===== src/rtl/icestick_pkg.sv =====
// Shared pattern definitions for the iCEstick LED sequencer: mode codes,
// sequence lengths and the step-to-LED decode.
package icestick_pkg;

  localparam int MODE_BINARY = 0;
  localparam int MODE_CHASE  = 1;
  localparam int MODE_GRAY   = 2;
  localparam int MODE_TOGGLE = 3;

  // Number of distinct steps before the sequence repeats; unknown modes act as binary.
  function automatic int step_mod(input int mode);
    case (mode)
      MODE_CHASE:  return 3;
      MODE_TOGGLE: return 2;
      default:     return 8;
    endcase
  endfunction

  function automatic logic [2:0] led_decode(input int mode, input logic [2:0] step);
    case (mode)
      MODE_CHASE:  return 3'b001 << step;
      MODE_GRAY:   return step ^ (step >> 1);
      MODE_TOGGLE: return {3{step[0]}};
      default:     return step;
    endcase
  endfunction

endpackage


===== src/rtl/icestick_led_top_tick_gen.sv =====
// Prescaler: counts 0..PRESCALE-1 and flags the last count as the step tick.
module tick_gen #(
  parameter int PRESCALE = 4
) (
  input  logic clk,
  input  logic rst,
  output logic tick
);

  localparam int CW = (PRESCALE > 1) ? $clog2(PRESCALE) : 1;
  localparam logic [CW-1:0] CNT_LAST = CW'(PRESCALE - 1);

  // Power-up value matches reset so the board runs with rst tied low.
  logic [CW-1:0] r_cnt = '0;

  assign tick = (r_cnt == CNT_LAST);

  always_ff @(posedge clk) begin
    if (rst) begin
      r_cnt <= '0;
    end else if (tick) begin
      r_cnt <= '0;
    end else begin
      r_cnt <= r_cnt + CW'(1);
    end
  end

endmodule


===== src/rtl/icestick_led_top.sv =====
// iCEstick root: prescaled step counter driving LED5..LED3 straight from flops.
module icestick_led_top #(
  parameter int PRESCALE = 4,
  parameter int MODE     = 0
) (
  input  logic clk,
  input  logic rst,
  output logic LED5,
  output logic LED4,
  output logic LED3
);
  import icestick_pkg::*;

  localparam logic [2:0] STEP_LAST = 3'(step_mod(MODE) - 1);
  localparam logic [2:0] LED_RESET = led_decode(MODE, 3'd0);

  logic       w_tick;
  logic [2:0] w_step_next;
  logic [2:0] r_step = 3'd0;
  logic [2:0] r_led  = LED_RESET;

  tick_gen #(
    .PRESCALE(PRESCALE)
  ) u_tick_gen (
    .clk (clk),
    .rst (rst),
    .tick(w_tick)
  );

  always_comb begin
    w_step_next = (r_step == STEP_LAST) ? 3'd0 : r_step + 3'd1;
  end

  // LEDs load the decode of the next step so they change on the tick edge itself.
  always_ff @(posedge clk) begin
    if (rst) begin
      r_step <= 3'd0;
      r_led  <= LED_RESET;
    end else if (w_tick) begin
      r_step <= w_step_next;
      r_led  <= led_decode(MODE, w_step_next);
    end
  end

  assign {LED5, LED4, LED3} = r_led;

endmodule


===== config.mk =====
export PLATFORM = sky130hd
export DESIGN_NAME = icestick_led_top
export DESIGN_NICKNAME = d
export VERILOG_FILES = /design/src/rtl/icestick_pkg.sv /design/src/rtl/icestick_led_top_tick_gen.sv /design/src/rtl/icestick_led_top.sv
export SDC_FILE = /design/constraint.sdc
export NUM_CORES = 1
export LEC_CHECK = 0
export ABC_AREA = 0
export CORE_AREA = 2 2 39 41
export DETAILED_ROUTE_END_ITERATION = 8
export DIE_AREA = 0 0 41 43
export DONT_BUFFER_PORTS = 1
export SYNTH_ARGS = -nofsm -noshare
export SYNTH_HDL_FRONTEND = slang
export SYNTH_SLANG_ARGS = --single-unit

===== constraint.sdc =====
create_clock -name clk -period 3 [get_ports clk]
set_clock_uncertainty 0.1 [all_clocks]
set_input_delay 0.6 -clock clk [delete_from_list [all_inputs] [get_ports clk]]
set_output_delay 0.6 -clock clk [all_outputs]
set_load 0.05 [all_outputs]

* Yosys cells after proc, flatten, opt, wreduce, memory -nomap -nowiden
Cells that the tools add are included.
Word-level totals: RAM bits 0, output and inout port bits 3, bits in latches 0, input bits 2, memory bits (read-only) 0, memories 0, bits in registers 5
Cells by class: bitwise logic cells 0, shift operators 0, muxes and demuxes 1, reductions and logical operators 1, magnitude comparators 0, $mul 0, div/mod/pow operators 0, eq/ne operators 2, add/sub/neg operators 2
Operator list (count):
- $add A3 B1 Y3 const B | 1
- $eq A3 B3 Y1 const B | 1
- $mux W3 | 1
- $add A2 B1 Y2 const B | 1
- $eq A2 B2 Y1 const B | 1
- $reduce_or A2 Y1 | 1

* Longest topological paths before layout
word-level depth 2, depth in mapped cells 4, gate-level depth less buffers 4

* Hierarchy
Synthesis repeated with hierarchy kept, for this count alone.
Second synthesis, totals: cells, all modules 18, area, all modules 216.5 µm²
Modules (own cells, without submodules):
- icestick_led_top | area an instance 141.4 µm², cells each 13, instances 1
- tick_gen | area an instance 75.1 µm², cells each 5, instances 1

* Worst setup path before layout
No wires, ideal clock.
path type register -> register, start point register r_led[1] (netlist name), end point register r_led[0], required time 2.834 ns, arrival 1.398 ns, cell stages (with the launch flop) 5, slack 1.436 ns, path buffers 0, path through dfxtp_1 > ha_1 > ha_1 > or3b_1 > a21oi_2
RTL lines:
- end signal: assignment | RTL line icestick_led_top.sv:41 | r_led <= led_decode(MODE, w_step_next);
- end: declaration | RTL line icestick_led_top.sv:20 | logic [2:0] r_led = LED_RESET;

==> results.ini <==
[outcome]
outcome=finished clean

[timing]
report.final.setup_viol=0
slew_headroom_pct=62.19
max_freq_ghz=0.6164
fin_crit_ps=1622
grt_setup_unrepaired=false
drv_slew=0
min_period_over_period_pct=54.08
hold_viol_final=0
tightest_slew_ps=566.4
tns_ps=0

[yosys]
syn-instance-count=18
yosys.area.top_type_share_pct=48.48
synth_area_um2=206.4
synth-seq-cells=5
seq_area_frac_synth_pct=48.48
synth_top_family_by_area=simple AND/OR/NAND/NOR gates
yosysWarnings=0
muxShareOfSynthArea_pct=4.848
yosys.area.top_type=dfxtp_1
syn_avg_cell_area_um2=11.47
ys_top_cells_by_area=dfxtp_1, ha_1, nand2b_1
synth_compound_area_share_pct=6.667
synth_fa_ha_area_share_pct=18.18
synthSimpleGateAreaFrac_pct=21.82
yosys.area_share.xor_xnor_pct=0
synth_cell_types=11
syn-num-nets=23

[clocking]
post_cts_buffers=0
htree_levels=1
cts_resized=0
cts_buffer_depth=2
cts_hold_buf=0
cts_made_buffers=3
cts_tree=built
numClockSinks=5
clkSlewWorstSetupHoldPaths_ps=50
insertion_delay_ps=240
cts_root_buf=clkbuf_4

[setup_path]
reg2reg_slack_ps=1380
arrival_ps=1700
ff2ff_path_depth=4
r2r_start=r_led[1]$_SDFFE_PP0N_
cp_max_fo=3
endpoint_kind=flop
timing.critical_path.required_ps=3080
crit_type=flop to flop
startpoint_type=flop
crit_start=r_led[1]$_SDFFE_PP0N_

[die]
core_mm2=0.001384
chipWidth_um=41
die_area_mm2=0.001763
ios=5
fp.dieH_um=43
start_util_pct=14.92
rows=14

[routing]
drcViolationCount=0
antenna_left=0
routedWlPerCell_um=9.500
routed_via_density=3.737
met3WireLength_um=41
drt-initial-drc-count=0
wl_met2_um=154
m1WireLength_um=164
highest_layer=met3
vias=142
wirelength_um=361
firstDrtPassIters=1

[global_route]
grt_start_max_net_pins=8
grt_use_total_pct=5.522
gr-total-overflow=0
grt_pass1_vias=130
grt_pass1_wl_um=545
grt_antenna_before_repair=0

[placement]
gp_congestion=0.5728
place_inst=34
place_area_um2=226.5
portBuffers=0

[cells_and_area]
syn_to_final_growth_pct=22.42
final_common_cell=dfxtp_1
layoutNonFillerInstCount=38
final_cell_mix=dfxtp_1, ha_1, clkbuf_4
fin_util_pct=18.26
nets=28
n_antenna_cell=0
final_layout_size_suffix_gt1_share_pct=18.18
final_cell_area_um2=252.7

[power_and_ir_drop]
powerDensity_mw_per_mm2=651.3
cellLeakagePower_uw=0.0001009
ir_drop_mv=0.2133

[min_path]
hold_depth=1
hold_path_class=primary input to flop
hold_start=rst

[run]
drv_cap=0

-- state kept, by name, indices dropped and copies added (netlist names) --
signal            count
r_led                 3
u_tick_gen.r_cnt      2
-- worst max-delay path, cell delays in order, from the launching register on --
cell and delay (ps):
dfxtp_1 480, ha_1 300, ha_1 180, or3b_1 360, a21oi_2 130
-- metrics by stage --
stage / power [uW] / hold slack, ps / setup slack (ps)
2_1_floorplan: 86.57 / 296.4 / 1436
3_3_place_gp: 87.81 / 308.0 / 1392
3_5_place_dp: 88.42 / 308.6 / 1382
4_1_cts: 170.4 / 303.7 / 1363
5_1_grt: 175.9 / 299.9 / 1313
6_report: 164.6 / 315.4 / 1378
-- path summary, 6_finish.rpt --
check                                   end
max                   r_led[0]$_SDFFE_PP0N_
min                   r_led[0]$_SDFFE_PP0N_
max reg2reg           r_led[0]$_SDFFE_PP0N_
min reg2reg  u_tick_gen.r_cnt[0]$_SDFF_PP0_
-- area by class of cell --
type | instances | area (um^2)
tap | 16 | 20.02
fill | 156 | 1131
clock buffer | 4 | 26.28
sequential | 5 | 100.1
multi-input combinational | 13 | 106.4
-- cells by family (layout without fill, tap and decap cells) --
group                      after synthesis  after routing
and+or+nand+nor                          7              7
DFF                                      5              5
adders and majority gates                3              3
AOI/OAI and AO/OA                        2              2
muxes                                    1              1
buffers and inverters                    0              4
-- synth_stat cells --
library cell / instances
nor2_1: 1
mux2i_1: 1
a21oi_2: 1
nor3_1: 1
dfxtp_1: 5
a21oi_1: 1
nand3b_1: 1
nand2b_1: 2
nor3b_1: 1
or3b_1: 1
ha_1: 3
-- routing by layer --
metal,global-route usage [%],up-vias
met3,9.948,0
met2,6.250,4
li1,-,73
met5,0,-
met4,0,0
met1,5.145,65
-- where the power goes --
group	switching, uW	internal, uW
registers	6.22	71.3
clock network	27.4	50.3
logic	3.79	5.57
total	37.4	127
(Power assumes the default switching activity.)
